## src/rtl/step_counter_pkg.sv

```systemverilog
// Shared encodings for the step counter: counting modes and run/halt states.
package step_counter_pkg;

   typedef enum logic [1:0] {
      MODE_WRAP     = 2'b00,
      MODE_SAT      = 2'b01,
      MODE_ONESHOT  = 2'b10,
      MODE_WRAP_ALT = 2'b11
   } mode_e;

   typedef enum logic {
      ST_RUN  = 1'b0,
      ST_HALT = 1'b1
   } state_e;

   // The spare encoding behaves exactly like wrap.
   function automatic logic mode_is_wrap(input mode_e m);
      return (m == MODE_WRAP) || (m == MODE_WRAP_ALT);
   endfunction

   function automatic logic mode_is_sat(input mode_e m);
      return (m == MODE_SAT);
   endfunction

   function automatic logic mode_is_oneshot(input mode_e m);
      return (m == MODE_ONESHOT);
   endfunction

endpackage

```

## src/rtl/step_counter_if.sv

```systemverilog
// Control/status bundle of the step counter; master drives controls, slave is the counter.
interface step_counter_if #(
   parameter int DATAWIDTH = 8,
   parameter int STEPWIDTH = 4
) ();

   logic                 clr;
   logic                 load;
   logic [DATAWIDTH-1:0] ld_val;
   logic                 en;
   logic                 dir;
   logic [STEPWIDTH-1:0] step;
   logic [DATAWIDTH-1:0] limit;
   logic [1:0]           mode;
   logic [DATAWIDTH-1:0] d;
   logic                 tc;
   logic                 ovf;
   logic                 halted;

   modport master (
      output clr, load, ld_val, en, dir, step, limit, mode,
      input  d, tc, ovf, halted
   );

   modport slave (
      input  clr, load, ld_val, en, dir, step, limit, mode,
      output d, tc, ovf, halted
   );

endinterface

```

## src/rtl/step_counter_nxt.sv

```systemverilog
// Combinational generalised incrementer: next count for one step, bound hit and wrap flags.
// Zero latency; no handshake, result is valid whenever the inputs are.
module step_counter_nxt
   import step_counter_pkg::*;
#(
   parameter int DATAWIDTH = 8,
   parameter int STEPWIDTH = 4
) (
   input  logic [DATAWIDTH-1:0] d,
   input  logic [STEPWIDTH-1:0] step,
   input  logic                 dir,
   input  logic [DATAWIDTH-1:0] limit,
   input  mode_e                mode,
   output logic [DATAWIDTH-1:0] nxt,
   output logic                 hit,
   output logic                 wrap
);

   localparam int XW = DATAWIDTH + 1;

   logic [XW-1:0]        d_x;
   logic [XW-1:0]        s_x;
   logic [XW-1:0]        l_x;
   logic [XW-1:0]        sum;
   logic [XW-1:0]        up_rem;
   logic [XW-1:0]        dn_rem;
   logic [DATAWIDTH-1:0] diff;
   logic                 at_bound;

   always_comb begin
      d_x      = {1'b0, d};
      s_x      = XW'(step);
      l_x      = {1'b0, limit};
      sum      = d_x + s_x;
      up_rem   = sum - l_x - XW'(1);
      dn_rem   = s_x - d_x - XW'(1);
      diff     = d - DATAWIDTH'(step);
      at_bound = dir ? (d == '0) : (d == limit);

      nxt  = d;
      hit  = 1'b0;
      wrap = 1'b0;

      // A zero step, or saturate resting on its bound, is a no-op: tc marks arrival only.
      if (step == '0) begin
         nxt = d;
      end else if (mode_is_sat(mode) && at_bound) begin
         nxt = d;
      end else if (!dir) begin
         if (sum < l_x) begin
            nxt = sum[DATAWIDTH-1:0];
         end else if (sum == l_x) begin
            nxt = limit;
            hit = 1'b1;
         end else begin
            hit = 1'b1;
            if (mode_is_wrap(mode)) begin
               wrap = 1'b1;
               nxt  = (up_rem > l_x) ? '0 : up_rem[DATAWIDTH-1:0];
            end else begin
               nxt = limit;
            end
         end
      end else begin
         if (d_x > s_x) begin
            nxt = diff;
         end else if (d_x == s_x) begin
            nxt = '0;
            hit = 1'b1;
         end else begin
            hit = 1'b1;
            if (mode_is_wrap(mode)) begin
               wrap = 1'b1;
               nxt  = (dn_rem > l_x) ? '0 : (limit - dn_rem[DATAWIDTH-1:0]);
            end else begin
               nxt = '0;
            end
         end
      end
   end

endmodule

```

## src/rtl/step_counter.sv

```systemverilog
// Registered step counter: clr > load > en priority, one-cycle latency to d/tc/ovf/halted.
// No backpressure; an en while halted is dropped until the next load or clr.
module step_counter
   import step_counter_pkg::*;
#(
   parameter int DATAWIDTH = 8,
   parameter int STEPWIDTH = 4
) (
   input  logic          clk,
   input  logic          rst,
   step_counter_if.slave bus
);

   logic [DATAWIDTH-1:0] d_q;
   logic [DATAWIDTH-1:0] d_n;
   logic                 tc_q;
   logic                 tc_n;
   logic                 ovf_q;
   logic                 ovf_n;
   state_e               state_q;
   state_e               state_n;

   mode_e                mode;
   logic [DATAWIDTH-1:0] ld_clip;
   logic [DATAWIDTH-1:0] step_nxt;
   logic                 step_hit;
   logic                 step_wrap;

   assign mode    = mode_e'(bus.mode);
   assign ld_clip = (bus.ld_val > bus.limit) ? bus.limit : bus.ld_val;

   step_counter_nxt #(
      .DATAWIDTH (DATAWIDTH),
      .STEPWIDTH (STEPWIDTH)
   ) u_nxt (
      .d     (d_q),
      .step  (bus.step),
      .dir   (bus.dir),
      .limit (bus.limit),
      .mode  (mode),
      .nxt   (step_nxt),
      .hit   (step_hit),
      .wrap  (step_wrap)
   );

   always_ff @(posedge clk or posedge rst) begin
      if (rst) begin
         d_q     <= '0;
         tc_q    <= 1'b0;
         ovf_q   <= 1'b0;
         state_q <= ST_RUN;
      end else begin
         d_q     <= d_n;
         tc_q    <= tc_n;
         ovf_q   <= ovf_n;
         state_q <= state_n;
      end
   end

   always_comb begin
      d_n     = d_q;
      tc_n    = 1'b0;
      ovf_n   = ovf_q;
      state_n = state_q;

      if (bus.clr) begin
         d_n     = '0;
         ovf_n   = 1'b0;
         state_n = ST_RUN;
      end else if (bus.load) begin
         d_n     = ld_clip;
         state_n = ST_RUN;
      end else if (bus.en && (state_q == ST_RUN)) begin
         d_n   = step_nxt;
         tc_n  = step_hit;
         ovf_n = ovf_q | step_wrap;
         if (mode_is_oneshot(mode) && step_hit) begin
            state_n = ST_HALT;
         end
      end
   end

   assign bus.d      = d_q;
   assign bus.tc     = tc_q;
   assign bus.ovf    = ovf_q;
   assign bus.halted = (state_q == ST_HALT);

endmodule
```

## src/flat_wrapper.sv

```systemverilog
// flat-port wrapper written by rule: the top's interface ports become plain ports
module step_counter_flat import step_counter_pkg::*;
#(
   parameter int DATAWIDTH = 8,
   parameter int STEPWIDTH = 4
)
  (clk, rst, bus_clr, bus_load, bus_ld_val, bus_en, bus_dir, bus_step, bus_limit, bus_mode, bus_d, bus_tc, bus_ovf, bus_halted);
  step_counter_if #(.DATAWIDTH(DATAWIDTH), .STEPWIDTH(STEPWIDTH)) bus_i ();
  input  logic clk;
  input  logic rst;
  input wire logic [$bits(bus_i.clr)-1:0] bus_clr;
  input wire logic [$bits(bus_i.load)-1:0] bus_load;
  input wire logic [$bits(bus_i.ld_val)-1:0] bus_ld_val;
  input wire logic [$bits(bus_i.en)-1:0] bus_en;
  input wire logic [$bits(bus_i.dir)-1:0] bus_dir;
  input wire logic [$bits(bus_i.step)-1:0] bus_step;
  input wire logic [$bits(bus_i.limit)-1:0] bus_limit;
  input wire logic [$bits(bus_i.mode)-1:0] bus_mode;
  output wire logic [$bits(bus_i.d)-1:0] bus_d;
  output wire logic [$bits(bus_i.tc)-1:0] bus_tc;
  output wire logic [$bits(bus_i.ovf)-1:0] bus_ovf;
  output wire logic [$bits(bus_i.halted)-1:0] bus_halted;
  assign bus_i.clr = bus_clr;
  assign bus_i.load = bus_load;
  assign bus_i.ld_val = bus_ld_val;
  assign bus_i.en = bus_en;
  assign bus_i.dir = bus_dir;
  assign bus_i.step = bus_step;
  assign bus_i.limit = bus_limit;
  assign bus_i.mode = bus_mode;
  assign bus_d = bus_i.d;
  assign bus_tc = bus_i.tc;
  assign bus_ovf = bus_i.ovf;
  assign bus_halted = bus_i.halted;
  step_counter #(.DATAWIDTH(DATAWIDTH), .STEPWIDTH(STEPWIDTH)) u_core (.clk(clk), .rst(rst), .bus(bus_i));
endmodule
```

## config.mk

```make
export PLATFORM = sky130hd
export DESIGN_NAME = step_counter_flat
export DESIGN_NICKNAME = d
export VERILOG_FILES = /design/src/rtl/step_counter_pkg.sv /design/src/rtl/step_counter_if.sv /design/src/rtl/step_counter_nxt.sv /design/src/rtl/step_counter.sv /design/src/flat_wrapper.sv
export SDC_FILE = /design/constraint.sdc
export NUM_CORES = 1
export LEC_CHECK = 0
export ABC_CLOCK_PERIOD_IN_PS = 9910
export BUFFER_PORTS_ARGS = -buffer_cell sky130_fd_sc_hd__buf_2
export CORE_UTILIZATION = 35
export DETAILED_ROUTE_END_ITERATION = 10
export HOLD_SLACK_MARGIN = 0.03
export PLACE_DENSITY_LB_ADDON = 0.3
export REMOVE_ABC_BUFFERS = 1
export SYNTH_ARGS = -nofsm -noshare
export SYNTH_HDL_FRONTEND = slang
export SYNTH_SLANG_ARGS = --single-unit
```

## constraint.sdc

```tcl
create_clock -name clk -period 9.91 [get_ports clk]
set_input_delay 0.991 -clock clk [delete_from_list [all_inputs] [get_ports clk]]
set_output_delay 0.991 -clock clk [all_outputs]
set_load 0.02 [all_outputs]
```

* Word-level counts from Yosys, hierarchy flattened *
Cells that the tools add are included.

storage, ports and cells
  bits of input ports = 28
  flip-flop bits (word level) = 11
  output and inout bits = 11

operators by class
  bitwise gates (word level) = 2
  add/sub/neg operators = 7
  reduce and logical (&&, ||, !) cells = 13
  magnitude comparators = 5
  equal/unequal tests = 9
  muxes and demuxes = 39

operator list
  cell                                                                 count
  8-bit two-way mux                                                    15
  1-bit two-way mux                                                    24
  9-bit by 8-bit > comparator with 1-bit output                        2
  9-bit by 1-bit subtractor with 9-bit output (second input constant)  2
  8-bit by 4-bit adder with 9-bit output                               1
  9-bit by 8-bit == test with 1-bit output                             1
  9-bit by 8-bit < comparator with 1-bit output                        1
  4-bit by 8-bit subtractor with 9-bit output                          1
  9-bit by 8-bit subtractor with 9-bit output                          1
  8-bit by 4-bit == test with 1-bit output                             1
  8-bit == test                                                        1
  8-bit by 4-bit > comparator with 1-bit output                        1
  8-bit > comparator                                                   1
  8-bit zero test                                                      1
  8-bit by 4-bit subtractor with 8-bit output                          1
  8-bit subtractor                                                     1
  3-bit != test (second input constant)                                2
  3-bit nonzero test                                                   2
  2-bit == test (second input constant)                                2
  4-bit zero test                                                      1
  2-bit AND reduction                                                  2
  1-bit logical AND                                                    3
  3-bit AND reduction                                                  1
  2-bit by 1-bit == test with 1-bit output (second input constant)     1
  other kinds (6)                                                      6

* Longest topological paths before layout *
  depth after elaboration = 14
  depth in mapped cells = 20
  depth with buffers taken out = 19

* Hierarchy *
Synthesis repeated with hierarchy kept, for this count alone.

second synthesis, totals
  cells, all modules = 420
  area total of the unflattened synthesis = 3230.6 um^2

modules (own cells, without submodules)
  module            sequential area each (um^2)  instances  area each (um^2)  cells an instance
  step_counter_nxt  0.0                          1          2353.5            324
  step_counter      275.3                        1          877.1             96

* Worst setup path after synthesis *
No wires, ideal clock.

  path type = in2reg
  start = input bus_step[2]
  end = register u_core.d_q[5], in the netlist u_core.bus.d[5]
  buffers on the path = 1
  slack = 5.135 ns
  stages = 19
  required time = 9.823 ns
  arrival time = 4.689 ns
  setup time = 0.087 ns
  cells stage by stage = ha_1 buf_2 or3b_1 a31oi_1 o21ai_0 xnor2_1 ha_1 and2_1 a21oi_1 xor2_1 inv_1 ha_1 a2111oi_0 o21ai_0 o221ai_1 nand3_1 o211ai_1 or4bb_1 o211ai_1

on the way
  cells in the longest elaborated chain, start to end = 14
  elaborated cells between the ends (all ways) = 30
  those cells by class = add/sub: 7; order compare: 4; eq/ne: 3; mux: 14; reduce/logical: 2

ends and longest elaborated chain
  what                                           line                    RTL
  from (decl)                                    flat_wrapper.sv:16      input wire logic [$bits(bus_i.step)-1:0] bus_step;
  8-bit by 4-bit adder with 9-bit output         step_counter_nxt.sv:34  sum = d_x + s_x;
  9-bit by 8-bit subtractor with 9-bit output    step_counter_nxt.sv:35  up_rem = sum - l_x - XW'(1);
  9-bit by 1-bit subtractor with 9-bit output    step_counter_nxt.sv:35
  9-bit by 8-bit > comparator with 1-bit output  step_counter_nxt.sv:59  nxt = (up_rem > l_x) ? '0 : up_rem[DATAWIDTH-1:0];
  8-bit two-way mux                              step_counter_nxt.sv:59
  8-bit two-way mux                              step_counter_nxt.sv:57  if (mode_is_wrap(mode)) begin
  8-bit two-way mux                              step_counter_nxt.sv:52  end else if (sum == l_x) begin
  8-bit two-way mux                              step_counter_nxt.sv:50  if (sum < l_x) begin
  8-bit two-way mux                              step_counter_nxt.sv:49  end else if (!dir) begin
  8-bit two-way mux                              step_counter_nxt.sv:47  end else if (mode_is_sat(mode) && at_bound) begin
  8-bit two-way mux                              step_counter_nxt.sv:45  if (step == '0) begin
  8-bit two-way mux                              step_counter.sv:73      end else if (bus.en && (state_q == ST_RUN)) begin
  8-bit two-way mux                              step_counter.sv:70      end else if (bus.load) begin
  8-bit two-way mux                              step_counter.sv:66      if (bus.clr) begin
  to (signal assigned)                           step_counter.sv:53      d_q <= d_n;
  to (decl)                                      step_counter.sv:14      logic [DATAWIDTH-1:0] d_q;

Parallel ways exist; a longest one is shown, timed or not. The select of a mux whose other input is x is not followed.
A chain may end at the register's enable or synchronous reset.

* Worst setup path in the final report *
  start = input bus_step[2]
  end = register u_core.d_q[3], in the netlist u_core.bus.d[3]

The elaborated chain is that of the path after synthesis.

==> results.py <==
metrics = {
    "pwr": {
        "p_switching_mw": 0.241,
        "cellInternalPower_mw": 0.223,
        "switching_share_pct": 52.0,
        "p_leak_nw": 1.51,
        "p_seq_share_pct": 13.8,
        "p_comb_share_pct": 75.5,
        "ir_drop_v": 0.0000473,
        "clkPwrFrac_pct": 10.7,
        "power_density_mw_per_mm2": 147,
    },
    "sta": {
        "fin_crit_ns": 5.14,
        "worst_pin_slew_ns": 1.08,
        "rsz0062_at_grt": "no",
        "slew_violations": 0,
        "tns_ns": 0,
        "finClkSkew_ns": 0.00139,
        "setup_violations": 0,
        "fmax_mhz": 194,
        "holdWs_ns": 0.497,
        "finalCritPeriodShare_pct": 51.9,
        "finalHoldViolCount": 0,
        "relSlewSlack_pct": 28.2,
    },
    "placed_design": {
        "postPlaceCellArea_sq_mm": 0.00312,
        "dpl.hpwl_um": 7560,
        "portBuffers": 38,
        "placedCellCount": 485,
        "gp_congestion": 0.884,
    },
    "layout": {
        "n_fill_cell": 826,
        "area_delta_synth_final_pct": 11.0,
        "stdcell_count": 489,
        "final_nets": 472,
        "fin_util_pct": 40.5,
        "fin_area_sq_mm": 0.00316,
        "antenna_cells": 0,
        "layout-drive-gt1-share_pct": 11.6,
    },
    "cts": {
        "clock_path_buffers": 2,
        "clk_latency_ns": 0.25,
        "cts.htree.levels": 1,
        "cts_resized": 0,
        "cts_tree": "built",
        "ctsHoldBuffers": 0,
        "cts-root-buf": "clkbuf_8",
        "clk_pin_slew_ns": 0.06,
        "post-cts-setup-buffers": 0,
        "numCtsBuffers": 3,
        "cts_sinks": 11,
    },
    "floorplanning": {
        "core_area_sq_mm": 0.00781,
        "die_w_um": 92.2,
        "die-area_sq_mm": 0.00850,
        "die_h_um": 92.2,
        "pin_count": 39,
        "placementRows": 32,
        "start_util_pct": 36.5,
    },
    "routing": {
        "drtAntennaViolNets": 0,
        "avgRoutedWirePerCell_um": 18.7,
        "routed_wl_um": 9120,
        "vias": 2955,
        "drt-initial-drc-count": 357,
        "drcViolationCount": 0,
        "via_per_inst": 6.04,
        "dr.pass1.iters": 5,
    },
    "synthesis": {
        "synthArstFlopShare_pct": 100,
        "syn_area_per_cell_sq_um": 8.03,
        "synth_ff_type": "dfrtp_1",
        "seq_area_frac_synth_pct": 9.66,
        "synth_edf_count": 0,
        "synth_cells": 355,
        "yosys_warnings": 0,
        "ys_ff_latch": 11,
        "synth_cell_types": 55,
        "syn_area_sq_mm": 0.00285,
    },
    "worst_hold_path": {
        "min_path_type": "reg -> reg",
    },
    "setup_path": {
        "end_kind": "flop",
        "cp.arrival_ns": 5.30,
        "start_kind": "input pin",
        "cp.required_ns": 10.07,
        "path_max_fanout": 10,
        "critical_path_class": "in -> reg",
    },
    "job": {
        "drv_cap": 0,
    },
    "global_routing": {
        "grt_pass1_vias": 2714,
        "grt_use_total_pct": 21.3,
        "gr-total-overflow": 0,
        "grt_max_degree": 18,
        "grt_pass1_wl_um": 14100,
        "antenna_found_initial": 0,
    },
    "outcome": {
        "status": "complete, no violations",
    },
}
[critical path, cell delays in order]
cell and delay, ns:
buf_2 0.12, ha_1 0.40, or3b_1 0.44, a31oi_1 0.24, o21ai_0 0.13, xnor2_1 0.27
ha_1 0.34, and2_1 0.20, a21oi_1 0.15, xor2_1 0.24, inv_1 0.07, ha_1 0.21
a2111oi_0 0.35, o21ai_0 0.14, o221ai_1 0.22, nand2_1 0.11, nor2_1 0.30, a221oi_1 0.15
o221ai_1 0.23
[path summary, 6_finish.rpt]
kind	startpoint	endpoint	slack (ns)	depth (start not counted)
setup / recovery	bus_step[2]	u_core.bus.d[3]	4.77	19
hold / removal	u_core.bus.ovf	u_core.bus.ovf	0.50	2
setup reg to reg	u_core.bus.d[2]	u_core.bus.d[3]	5.01	19
hold reg to reg	u_core.bus.ovf	u_core.bus.ovf	0.50	2
max in group asynchronous	rst	u_core.bus.d[4]	8.83	2
min in group asynchronous	rst	u_core.bus.halted	0.75	2
[power groups by stage]
stage	registers (mW)	logic (mW)	clock network, mW
4_1_cts	0.0634	0.345	0.0480
3_5_place_dp	0.0642	0.343	0
5_1_grt	0.0647	0.385	0.0506
2_1_floorplan	0.0649	0.253	0
3_3_place_gp	0.0644	0.339	0
6_report	0.0642	0.350	0.0496
[Yosys cell counts, types with 2 or more instances]
library cell	instances	share of area, %
o21a_1	4	1.1
nand2b_1	11	2.4
or4_1	2	0.53
o2111ai_1	3	0.92
fa_1	4	2.8
mux2i_1	11	3.9
nor2b_1	5	1.1
o21ai_0	12	2.1
a21boi_0	2	0.53
xor2_1	13	4.0
nor4_1	3	0.66
o221ai_1	12	3.7
nand3_1	7	1.2
nand4_1	5	1.1
a211oi_1	3	0.79
nand2_1	17	2.2
xnor2_1	19	5.8
a21oi_1	19	3.3
inv_1	33	4.3
dfrtp_1	11	9.7
clkbuf_1	4	0.53
buf_2	4	0.70
and2_1	2	0.44
a31oi_1	3	0.66
nor3_1	10	1.8
ha_1	52	23
a221oi_1	8	2.5
nor2_1	21	2.8
and3_1	4	0.88
o22ai_1	2	0.44
or3_1	4	0.88
o211ai_1	9	2.4
o31ai_1	3	0.79
a21o_1	10	2.6
nand4b_1	3	0.92
[cells in the final DEF (no fill, tap or decap), drive strengths merged, types with 5 or more instances in the layout]
cell type and count:
nand4 5, o21ai 13, xor2 13, nand2b 11
inv 33, a21oi 19, nand3 7, a21o 10
xnor2 19, buf 38, o221ai 13, nor2 21
ha 52, dfrtp 11, mux2i 11, nand2 17
o211ai 9, nor3 11, nor2b 5, a221oi 8
[routing by layer]
layer	vias up	track usage, %	share of wire [%]
li1	1386	-	-
met1	1404	28.8	45
met5	-	0	0
met3	29	1.66	6.5
met4	0	8.33	3.6
met2	136	35.0	45
[final cells by class]
class | instances | area, sq um | area share [%]
multi-input cells | 301 | 2400 | 75.9
flip-flops and latches | 11 | 275 | 8.71
repair buffers | 38 | 190 | 6.02
well taps | 102 | 128 | 4.04
inverters | 33 | 124 | 3.92
clock buffers | 4 | 45.0 | 1.42
[flip-flops by register name, indices dropped and copies added (netlist names)]
register,flops
u_core.bus.halted,1
u_core.bus.tc,1
u_core.bus.ovf,1
u_core.bus.d,8
[cell families after synthesis]
family / after synthesis / share of synthesized area, %
buffers and inverters: 43 / 6.10
flip-flops: 11 / 9.66
multiplexers: 11 / 3.86
adder cells (fa/ha/maj): 56 / 25.6
XOR/XNOR: 32 / 9.84
AND/OR/NAND/NOR: 101 / 19.4
AO/OA/AOI/OAI: 101 / 25.5
[through the flow]
step                power, mW  worst slack, ns
CTS                     0.456             4.78
detailed placement      0.407             4.53
global route            0.500             4.35
floorplan               0.318             5.12
finish                  0.464             4.77
global placement        0.403             4.63
Note: power is estimated with default switching activity, not from simulation.
